<file path="src/rtl/writeback_arbiter.sv">
// Register-bank write-port arbiter: ALU results win the port, load results
// bypass when possible or wait in an in-order FIFO that tracks pending writes.
module writeback_arbiter #(
  parameter int n     = 64,
  parameter int DEPTH = 4
) (
  input  logic                     clk,
  input  logic                     rst,
  input  logic                     alu_valid,
  input  logic [4:0]               alu_rd,
  input  logic [n-1:0]             alu_data,
  input  logic                     mem_valid,
  output logic                     mem_ready,
  input  logic [4:0]               mem_rd,
  input  logic [n-1:0]             mem_data,
  output logic                     regWrite,
  output logic [4:0]               write_register,
  output logic [n-1:0]             write_data,
  output logic [31:0]              pending_mask,
  output logic [$clog2(DEPTH):0]   fifo_count
);

  localparam int PW = $clog2(DEPTH);
  localparam int CW = PW + 1;

  logic [4:0]       rd_q   [DEPTH];
  logic [n-1:0]     data_q [DEPTH];
  logic [DEPTH-1:0] live_q, live_d;
  logic [PW-1:0]    wptr_q, wptr_d, rptr_q, rptr_d;
  logic [CW-1:0]    cnt_q, cnt_d;

  logic             we_q, we_d;
  logic [4:0]       wreg_q, wreg_d;
  logic [n-1:0]     wdata_q, wdata_d;

  logic alu_fire, accept, empty, pop, bypass, push, push_live;

  assign alu_fire  = alu_valid && (alu_rd != 5'd0);
  assign mem_ready = (cnt_q < CW'(DEPTH)) && !rst;
  assign accept    = mem_valid && mem_ready;
  assign empty     = (cnt_q == '0);
  assign pop       = !alu_fire && !empty;
  assign bypass    = !alu_fire && empty && accept && (mem_rd != 5'd0);
  assign push      = accept && (mem_rd != 5'd0) && !bypass;
  // A load arriving alongside an ALU write to the same register is already stale.
  assign push_live = !(alu_fire && (mem_rd == alu_rd));

  always_comb begin
    we_d    = 1'b0;
    wreg_d  = wreg_q;
    wdata_d = wdata_q;
    if (alu_fire) begin
      we_d    = 1'b1;
      wreg_d  = alu_rd;
      wdata_d = alu_data;
    end else if (pop) begin
      if (live_q[rptr_q]) begin
        we_d    = 1'b1;
        wreg_d  = rd_q[rptr_q];
        wdata_d = data_q[rptr_q];
      end
    end else if (bypass) begin
      we_d    = 1'b1;
      wreg_d  = mem_rd;
      wdata_d = mem_data;
    end
  end

  always_comb begin
    live_d = live_q;
    if (alu_fire) begin
      for (int i = 0; i < DEPTH; i++) begin
        if (rd_q[i] == alu_rd) live_d[i] = 1'b0;
      end
    end
    if (pop)  live_d[rptr_q] = 1'b0;
    if (push) live_d[wptr_q] = push_live;
  end

  always_comb begin
    wptr_d = push ? wptr_q + PW'(1) : wptr_q;
    rptr_d = pop  ? rptr_q + PW'(1) : rptr_q;
    cnt_d  = cnt_q;
    if (push && !pop)      cnt_d = cnt_q + CW'(1);
    else if (!push && pop) cnt_d = cnt_q - CW'(1);
  end

  always_comb begin
    pending_mask = '0;
    for (int i = 0; i < DEPTH; i++) begin
      if (live_q[i]) pending_mask[rd_q[i]] = 1'b1;
    end
  end

  always_ff @(posedge clk or posedge rst) begin
    if (rst) begin
      live_q  <= '0;
      wptr_q  <= '0;
      rptr_q  <= '0;
      cnt_q   <= '0;
      we_q    <= 1'b0;
      wreg_q  <= '0;
      wdata_q <= '0;
    end else begin
      live_q  <= live_d;
      wptr_q  <= wptr_d;
      rptr_q  <= rptr_d;
      cnt_q   <= cnt_d;
      we_q    <= we_d;
      wreg_q  <= wreg_d;
      wdata_q <= wdata_d;
    end
  end

  // Payload storage needs no reset: an entry is only observed while its live bit is set.
  always_ff @(posedge clk) begin
    if (push) begin
      rd_q[wptr_q]   <= mem_rd;
      data_q[wptr_q] <= mem_data;
    end
  end

  assign regWrite       = we_q;
  assign write_register = wreg_q;
  assign write_data     = wdata_q;
  assign fifo_count     = cnt_q;

endmodule

</file>
<file path="config.mk">
export PLATFORM = sky130hd
export DESIGN_NAME = writeback_arbiter
export DESIGN_NICKNAME = d
export VERILOG_FILES = /design/src/rtl/writeback_arbiter.sv
export SDC_FILE = /design/constraint.sdc
export NUM_CORES = 1
export LEC_CHECK = 0
export ABC_CLOCK_PERIOD_IN_PS = 3600
export BUFFER_PORTS_ARGS = -buffer_cell sky130_fd_sc_hd__buf_4
export CAP_MARGIN = 20
export CORE_MARGIN = 2
export CORE_UTILIZATION = 35
export CTS_CLUSTER_SIZE = 40
export DETAILED_ROUTE_END_ITERATION = 7
export PLACE_DENSITY = 0.5
export SLEW_MARGIN = 15
export SYNTH_ARGS = -nofsm -noshare
export SYNTH_HDL_FRONTEND = slang
export SYNTH_SLANG_ARGS = --single-unit
</file>
<file path="constraint.sdc">
create_clock -name clk -period 3.6 [get_ports clk]
set_clock_uncertainty 0.15 [all_clocks]
set_input_delay 0.72 -clock clk [delete_from_list [all_inputs] [get_ports clk]]
set_output_delay 0.72 -clock clk [all_outputs]
set_load 0.03 [all_outputs]
</file>
==> flow_metrics.env, run 1 <==
export IMPL_yosys_area_top_type="edfxtp_1"
export IMPL_postCtsSetupRepairBufs=0
export IMPL_synth_area_um2=15690
export IMPL_initial_core_util_pct=35.49
export IMPL_dp_cells=1916
export IMPL_status="complete, no violations"
export IMPL_max_slew_margin_pct=34.79
export IMPL_synthCells=1138
export IMPL_cts_path_max_buffers=3
export IMPL_p_total_w=0.01489
export IMPL_grt_overflow=0
export IMPL_intPower_w=0.009701
export IMPL_combPwrFrac_pct=35.5
export IMPL_synth_top_area_share_pct=52.81
export IMPL_syn_area_per_cell_um2=13.79
export IMPL_cap_violations=0
export IMPL_grt_first_pass_wirelength_um=64740
export IMPL_synth_seq_cells=357
export IMPL_finish_utilization_pct=44.14
export IMPL_post_route_period_util_pct=87.13
export IMPL_finalMaxSlewViolations=0
export IMPL_die_area_um2=46550
export IMPL_async_reset_ff_share_pct=22.69
export IMPL_hold_viol=0
export IMPL_rsz0062_at_grt="no"
export IMPL_syn_to_final_growth_pct=24.38
export IMPL_yosys_warnings=0
export IMPL_fillCellCount=4039
export IMPL_start_kind="register"
export IMPL_die_x_um=215.8
export IMPL_layout_drive_gt1_share_pct=30.19
export IMPL_fmax_ghz=0.3188
export IMPL_synth_area_top_cells="edfxtp_1 53%, dfrtp_1 13%, mux4_2 10%, nand2_1 3.6%, nand3_1 2.6%"
export IMPL_num_antenna_cells=0
export IMPL_grt_pass1_vias=10682
export IMPL_clock_root_buffer="clkbuf_16"
export IMPL_port_buffers=247
export IMPL_fin_tns_setup_ps=0
export IMPL_cp_end_kind="output pin"
export IMPL_worst_slew_pin_slew_ps=978.1
export IMPL_cts_hold_fix_buffers=0
export IMPL_cts_buffers=40
export IMPL_final_antenna_net_count=0
export IMPL_powerDensity_nw_per_um2=762.6
export IMPL_synth_edf_count=276
export IMPL_clock_sinks=357
export IMPL_reg2reg_from="fifo_count[2]"
export IMPL_r2r_setup_slack_ps=750
export IMPL_clk_latency_ps=520
export IMPL_coreArea_um2=44220
export IMPL_worstSetupPathType="register to output pin"
export IMPL_grt_use_total_pct=17.91
export IMPL_worstPathCellList="or3b_2 > nor2_1 > a21oi_1 > o211ai_1 > buf_4"
export IMPL_cts_tree="done"
export IMPL_rr_worst_depth=8
export IMPL_viasPerCell=5.218
export IMPL_seq_area_um2=10320
export IMPL_switching_share_pct=34.82
export IMPL_holdCritPathClass="input pin to register"
export IMPL_wire_per_inst_um=21.26
export IMPL_sequentialPowerShare_pct=37.7
export IMPL_final_net_count=1518
export IMPL_cts_max_level=2
export IMPL_clk_pin_slew_ps=60
export IMPL_finalNonFillerCells=1990
export IMPL_vias=10383
export IMPL_multi_input_area_um2=5012
export IMPL_drc=0
export IMPL_r2r_end="fifo_count[2]"
export IMPL_first_iter_violations=948
export IMPL_pwr_share_clk_pct=26.8
export IMPL_p_leak_nw=7.093
export IMPL_irDropWorstVdd_mv=0.4954
export IMPL_setup_viol=0
export IMPL_arrival_ps=2270
export IMPL_ios=248
export IMPL_antenna_found_initial=0
export IMPL_fp_row_count=77
export IMPL_gp_congestion=0.8464
export IMPL_p_sw_w=0.005184
export IMPL_hold_end="data_q[1][9]"
export IMPL_drt_pass1_iter_count=5
export IMPL_die_h_um=215.8
export IMPL_ys_types=43
export IMPL_min_path_cells=1
export IMPL_grt_max_degree=91
export IMPL_ys_seq_area_share_pct=65.73
export IMPL_post_cts_resized=0
export IMPL_slowest_stage="edfxtp_1"
export IMPL_fin_crit_ps=3137
export IMPL_worstHoldStart="mem_data[9]"
export IMPL_required_ps=2730
export IMPL_cpPeakStageDelay_ps=600
export IMPL_wl_um=42300
export IMPL_crit_path_max_fanout=10
export IMPL_ys_flop_type="edfxtp_1"
export IMPL_dpl_hpwl_um=26260
export IMPL_syn_nets=1290
-- routing by layer --
| layer | up-vias | global-route usage, % | wire length (um) |
|---|---|---|---|
| li1 | 4776 | - | - |
| met1 | 5216 | 24.66 | 18940 |
| met2 | 337 | 29.15 | 20220 |
| met3 | 54 | 3.622 | 2500 |
| met4 | 0 | 4.414 | 647 |
| met5 | - | 0 | 0 |
-- Yosys cell counts (all sizes together) (7+ instances only) --
cell and instances:
edfxtp 276, nand2 152, clkbuf 44, a22oi 14, nand3b 10, xnor2 25
ha 9, buf 41, nand3 82, o221ai 14, o211ai 7, nor3b 8
mux4 70, dfrtp 81, o22ai 13, o21ai 69, a221o 13, nor2 82
a21oi 73
-- area by class of cell --
cell class / instances / share of cell area [%]
Multi-Input combinational cell: 690 / 25.68
Clock inverter: 18 / 0.8910
Tap cell: 592 / 3.795
Sequential cell: 357 / 52.88
Clock buffer: 56 / 5.756
Timing Repair Buffer: 271 / 10.87
Inverter: 6 / 0.1282
-- power by group through the flow --
stage | combinational (W) | clock, W | sequential [W]
final | 0.00528 | 0.00399 | 0.00562
after floorplan | 0.00285 | 0 | 0.00632
after global placement | 0.00535 | 0 | 0.00568
after CTS | 0.00538 | 0.00411 | 0.00563
after detailed placement | 0.00537 | 0 | 0.00569
after global routing | 0.00575 | 0.00427 | 0.00571
-- metrics by stage --
stage,hold slack [ps],cell area [um2],worst slack (ps)
floorplan,429.6,15700,293.5
global placement,360.3,18220,432.9
detailed placement,371.6,18220,366.6
CTS,224.1,19520,474.3
global route,228.4,19520,387.4
finish,250.0,19520,463.2
-- kinds of logic (layout without fill, tap and decap cells) --
group | count (synthesis) | count (layout) | share of synthesized area, %
buf+inv | 91 | 351 | 2.503
mux | 76 | 76 | 10.55
xor+xnor | 30 | 30 | 1.674
flops | 357 | 357 | 65.73
fa+ha+maj | 10 | 10 | 0.8451
simple gates | 363 | 363 | 10.47
compound gates | 211 | 211 | 8.236
-- cells in the final DEF (no fill, tap or decap), drive strengths merged, types with 3 or more instances in the layout --
cell type  instances
edfxtp           276
o211ai             7
o21ai             69
a221o             13
and3               4
o311a              4
a21oi             73
and3b              6
or3b               6
o22ai             13
mux4              70
nand3b            10
or3                3
nor2              82
xnor2             25
buf              271
nand2            152
bufinv             3
a22oi             14
o221ai            14
inv                7
nor3b              8
clkbuf            56
dfrtp             81
and2               4
clkinv            14
xor2               5
ha                 9
mux2               6
nor3               3
nand3             82
-- how the worst max path moves through the flow --
stage | start | endpoint | slack, ps
after floorplan | rst | live_q[3] | 290
after global placement | mem_rd[0] | fifo_count[1] | 430
after detailed placement | mem_rd[0] | fifo_count[1] | 370
after CTS | rd_q[2][3] | pending_mask[10] | 470
after global routing | rd_q[2][3] | pending_mask[8] | 390
final | rd_q[2][4] | pending_mask[10] | 460
-- worst max-delay path: cells and delay by family (launching register included) --
kind                   cells  cell delay (ps)
and+or+nand+nor            2              720
AOI/OAI and AO/OA          2              210
DFF                        1              600
buffers and inverters      1              210
-- sequential cells by signal, summed over array words and instances (netlist names) --
name,count
data_q,256
write_data,64
rd_q,20
write_register,5
live_q,4
fifo_count,3
rptr_q,2
wptr_q,2
regWrite,1
(Power assumes the default switching activity.)
==> run 2: changes to the inputs <==
--- a/config.mk
+++ b/config.mk
@@ -6,7 +6,7 @@
 export NUM_CORES = 1
 export LEC_CHECK = 0
 export ABC_CLOCK_PERIOD_IN_PS = 3600
-export BUFFER_PORTS_ARGS = -buffer_cell sky130_fd_sc_hd__buf_4
+export BUFFER_PORTS_ARGS = -buffer_cell sky130_fd_sc_hd__buf_2
 export CAP_MARGIN = 20
 export CORE_MARGIN = 2
 export CORE_UTILIZATION = 35
==> flow_metrics.env, run 2 (synthesized netlist as in run 1, its figures left out) <==
export IMPL_status="complete, no violations"
export IMPL_fin_tns_setup_ps=0
export IMPL_postCtsSetupRepairBufs=0
export IMPL_cts_path_max_buffers=3
export IMPL_die_area_um2=46550
export IMPL_coreArea_um2=44220
export IMPL_dr_wl_met2_um=19770
export IMPL_finish_utilization_pct=42.77
export IMPL_start_kind="register"
export IMPL_max_slew_margin_pct=28.95
export IMPL_hold_viol=0
export IMPL_grt_first_pass_wirelength_um=64600
export IMPL_cap_violations=0
export IMPL_rsz0062_at_grt="no"
export IMPL_cpPeakStageDelay_ps=600
export IMPL_dp_cells=1917
export IMPL_clock_root_buffer="clkbuf_16"
export IMPL_arrival_ps=2250
export IMPL_slowest_stage="or3b_2"
export IMPL_sequentialPowerShare_pct=38.5
export IMPL_setup_ws_ps=483.9
export IMPL_post_route_period_util_pct=86.56
export IMPL_layout_drive_gt1_share_pct=30.37
export IMPL_drt_pass1_iter_count=5
export IMPL_drc=0
export IMPL_clock_sinks=357
export IMPL_final_net_count=1518
export IMPL_crit_path_max_fanout=10
export IMPL_grt_max_degree=104
export IMPL_p_total_w=0.01461
export IMPL_dp_slack_ps=329.1
export IMPL_powerDensity_nw_per_um2=772.2
export IMPL_finalMaxSlewViolations=0
export IMPL_largest_reg_flops=256
export IMPL_die_h_um=215.8
export IMPL_vias=10459
export IMPL_fin_crit_ps=3116
export IMPL_wl_um=41970
export IMPL_die_x_um=215.8
export IMPL_crit_family="simple AND/OR/NAND/NOR gates"
export IMPL_cts_hold_fix_buffers=0
export IMPL_drt_met1_wl_um=19020
export IMPL_gp_congestion=0.8647
export IMPL_cts_max_level=2
export IMPL_intPower_w=0.009470
export IMPL_viasPerCell=5.251
export IMPL_combPwrFrac_pct=33.8
export IMPL_grt_pass1_vias=10551
export IMPL_final_antenna_net_count=0
export IMPL_largest_register="data_q"
export IMPL_top_layer="met5"
export IMPL_dr_wl_met3_um=2353
export IMPL_worstSetupPathType="register to output pin"
export IMPL_dpl_hpwl_um=26060
export IMPL_port_buffers=247
export IMPL_final_cell_mix="276 x edfxtp_1, 247 x buf_2, 152 x nand2_1, 82 x nor2_1, 82 x nand3_1"
export IMPL_ios=248
export IMPL_first_iter_violations=856
export IMPL_worstPathCellList="or3b_2 > nor2_1 > a21oi_1 > o211ai_1 > buf_2"
export IMPL_worst_slew_pin_slew_ps=1066
export IMPL_p_leak_nw=6.897
export IMPL_grt_use_total_pct=17.97
export IMPL_fmax_ghz=0.3209
export IMPL_cp_end_kind="output pin"
export IMPL_grt_overflow=0
export IMPL_p_sw_w=0.005135
export IMPL_initial_core_util_pct=35.49
export IMPL_fp_row_count=77
export IMPL_wire_per_inst_um=21.07
export IMPL_irDropWorstVdd_mv=0.5088
export IMPL_cts_buffers=39
export IMPL_final_common_cell="edfxtp_1"
export IMPL_pwr_share_clk_pct=27.7
export IMPL_post_cts_resized=0
export IMPL_finalNonFillerCells=1992
export IMPL_syn_to_final_growth_pct=20.52
export IMPL_antenna_found_initial=5
export IMPL_cts_tree="done"
export IMPL_clk_pin_slew_ps=60
export IMPL_holdCritPathClass="input pin to asynchronous set/reset pin"
export IMPL_required_ps=2730
export IMPL_switching_share_pct=35.16
export IMPL_clk_latency_ps=540
export IMPL_crit_buf_inv=1
export IMPL_setup_viol=0
run 2: layout make-up:
cell class,count,area [um2]
Clock buffer,59,1174
Clock inverter,12,131.4
Timing Repair Buffer,272,1499
Multi-Input combinational cell,690,5012
Inverter,6,25.02
Tap cell,592,740.7
Antenna cell,4,10.01
Fill cell,4107,25310
Sequential cell,357,10320
run 2: metal layers:
layer	up-vias	GRT usage (%)
li1	4786	-
met1	5295	24.72
met2	306	29.13
met3	66	3.735
met4	6	4.598
met5	-	0
run 2: through the flow:
stage	hold WS [ps]	cell area [um2]
2_1_floorplan	429.6	15700
3_3_place_gp	357.1	17600
3_5_place_dp	365.5	17600
4_1_cts	203.5	18900
5_1_grt	236.3	18900
6_report	194.1	18910
run 2: worst paths after layout:
path,startpoint,to,slack [ps],cells after the start
setup / recovery,rd_q[2][4],pending_mask[10],480,5
hold / removal,rst,write_data[9],190,2
setup reg to reg,fifo_count[2],data_q[3][45],810,5
hold reg to reg,write_data[23],write_data[23],370,2
max in group asynchronous,rst,write_data[26],2340,3
min in group clk,mem_data[29],data_q[0][29],270,1
run 2: power by group through the flow:
stage | combinational [W] | clock [W] | sequential (W)
4_1_cts | 0.00506 | 0.00416 | 0.00563
6_report | 0.00494 | 0.00404 | 0.00562
3_3_place_gp | 0.00502 | 0 | 0.00568
3_5_place_dp | 0.00505 | 0 | 0.00570
2_1_floorplan | 0.00285 | 0 | 0.00632
5_1_grt | 0.00542 | 0.00431 | 0.00570
==> run 3: changes to the inputs <==
--- a/config.mk
+++ b/config.mk
@@ -8,11 +8,13 @@
 export ABC_CLOCK_PERIOD_IN_PS = 3600
 export BUFFER_PORTS_ARGS = -buffer_cell sky130_fd_sc_hd__buf_2
 export CAP_MARGIN = 20
+export CELL_PAD_IN_SITES_DETAIL_PLACEMENT = 1
+export CELL_PAD_IN_SITES_GLOBAL_PLACEMENT = 1
 export CORE_MARGIN = 2
 export CORE_UTILIZATION = 35
 export CTS_CLUSTER_SIZE = 40
 export DETAILED_ROUTE_END_ITERATION = 7
-export PLACE_DENSITY = 0.5
+export PLACE_DENSITY = 0.59
 export SLEW_MARGIN = 15
 export SYNTH_ARGS = -nofsm -noshare
 export SYNTH_HDL_FRONTEND = slang
==> flow_metrics.env, run 3 (synthesized netlist as in run 1, its figures left out) <==
export IMPL_final_net_count=1517
export IMPL_rsz0062_at_grt="no"
export IMPL_die_h_um=215.8
export IMPL_arrival_ps=2300
export IMPL_clk_pin_slew_ps=60
export IMPL_vias=10406
export IMPL_layout_drive_gt1_share_pct=29.68
export IMPL_antenna_found_initial=4
export IMPL_wl_um=43710
export IMPL_die_x_um=215.8
export IMPL_cts_max_level=2
export IMPL_final_common_cell="edfxtp_1"
export IMPL_start_kind="register"
export IMPL_cap_violations=0
export IMPL_fp_row_count=77
export IMPL_first_iter_violations=691
export IMPL_clock_sinks=357
export IMPL_post_route_period_util_pct=87.94
export IMPL_drt_pass1_iter_count=5
export IMPL_die_area_um2=46550
export IMPL_wire_per_inst_um=21.99
export IMPL_required_ps=2730
export IMPL_clock_root_buffer="clkbuf_16"
export IMPL_largest_reg_flops=256
export IMPL_gp_congestion=0.8370
export IMPL_crit_path_max_fanout=8
export IMPL_grt_use_total_pct=18.98
export IMPL_hold_viol=0
export IMPL_max_slew_margin_pct=34.39
export IMPL_dpl_hpwl_um=27980
export IMPL_ios=248
export IMPL_clk_latency_ps=550
export IMPL_cts_buffers=40
export IMPL_powerDensity_nw_per_um2=764.0
export IMPL_dp_slack_ps=252.6
export IMPL_largest_register="data_q"
export IMPL_viasPerCell=5.234
export IMPL_port_buffers=247
export IMPL_initial_core_util_pct=35.49
export IMPL_setup_viol=0
export IMPL_p_leak_nw=6.849
export IMPL_postCtsSetupRepairBufs=0
export IMPL_syn_to_final_growth_pct=20.21
export IMPL_fin_crit_ps=3166
export IMPL_final_cell_mix="276 x edfxtp_1, 247 x buf_2, 152 x nand2_1, 82 x nor2_1, 82 x nand3_1"
export IMPL_cts_hold_fix_buffers=0
export IMPL_cts_tree="done"
export IMPL_coreArea_um2=44220
export IMPL_setup_ws_ps=434.1
export IMPL_fmax_ghz=0.3159
export IMPL_irDropWorstVdd_mv=0.3282
export IMPL_grt_pass1_vias=11281
export IMPL_status="complete, no violations"
export IMPL_holdCritPathClass="input pin to asynchronous set/reset pin"
export IMPL_stdcell_area_um2=18870
export IMPL_cp_end_kind="output pin"
export IMPL_final_antenna_net_count=0
export IMPL_worstSetupPathType="register to output pin"
export IMPL_fin_tns_setup_ps=0
export IMPL_drc=0
export IMPL_worst_slew_pin_slew_ps=984.1
export IMPL_post_cts_resized=0
export IMPL_grt_overflow=0
export IMPL_place_area_um2=17680
export IMPL_grt_first_pass_wirelength_um=68320
export IMPL_grt_max_degree=113
export IMPL_cts_path_max_buffers=3
export IMPL_finalMaxSlewViolations=0
run 3: changes by cell type in the layout (fill, tap and decap cells not counted):
cell | previous run | this run
bufinv_16 | 3 | 0
diode_2 | 4 | 1
clkbuf_8 | 8 | 2
inv_6 | 0 | 2
buf_12 | 6 | 14
clkinv_2 | 6 | 5
clkinv_1 | 3 | 8
buf_4 | 19 | 9
clkbuf_1 | 10 | 14
run 3: critical path: stages (launching register included):
cell and delay [ps]:
edfxtp_1 500, or3b_2 660, o22ai_1 210, a221o_1 180, buf_2 210
run 3: path summary, 6_finish.rpt:
| path | cells past startpoint | from | endpoint | slack [ps] |
|---|---|---|---|---|
| worst min-delay path | 2 | rst | wptr_q[1] | 200 |
| worst max-delay path | 4 | rd_q[2][0] | pending_mask[12] | 430 |
| min in group clk | 1 | mem_data[35] | data_q[3][35] | 240 |
| max in group asynchronous | 3 | rst | write_data[61] | 2430 |
| worst max register to register | 5 | fifo_count[2] | data_q[3][21] | 900 |
| worst min register to register | 2 | write_data[28] | write_data[28] | 370 |
run 3: power breakdown:
part | internal [W] | leakage [nW] | switching [W] | total, W
logic | 0.00191 | 2.87 | 0.00305 | 0.00495
clock network | 0.00213 | 0.577 | 0.00158 | 0.00371
registers | 0.00516 | 3.40 | 0.000587 | 0.00575
run 3: per-stage QoR:
step	utilization [%]	hold WS [ps]	total power, W	std cells
CTS	42.66	198.3	0.01467	1987
finish	42.66	200.4	0.01441	1988
global route	42.66	228.6	0.01527	1987
detailed placement	39.99	363.4	0.01089	1915
global placement	39.99	350.8	0.01080	1915
floorplan	-	429.6	0.009172	1138
run 3: final cells by class:
class	count	area, um2
Sequential cell	357	10320
Timing Repair Buffer	270	1584
Multi-Input combinational cell	690	5012
Inverter	6	25.02
Antenna cell	1	2.502
Clock inverter	15	72.57
Tap cell	592	740.7
Clock buffer	57	1106
Fill cell	4618	25360
run 3: routing by layer:
layer | wire (um) | vias up | part of all wire, % | GRT usage (%)
met3 | 2243 | 54 | 5.1 | 3.918
li1 | - | 4779 | - | -
met2 | 21530 | 271 | 49 | 31.80
met4 | 806 | 6 | 1.8 | 5.494
met1 | 19090 | 5296 | 44 | 24.98
met5 | 34 | - | 0.078 | 0
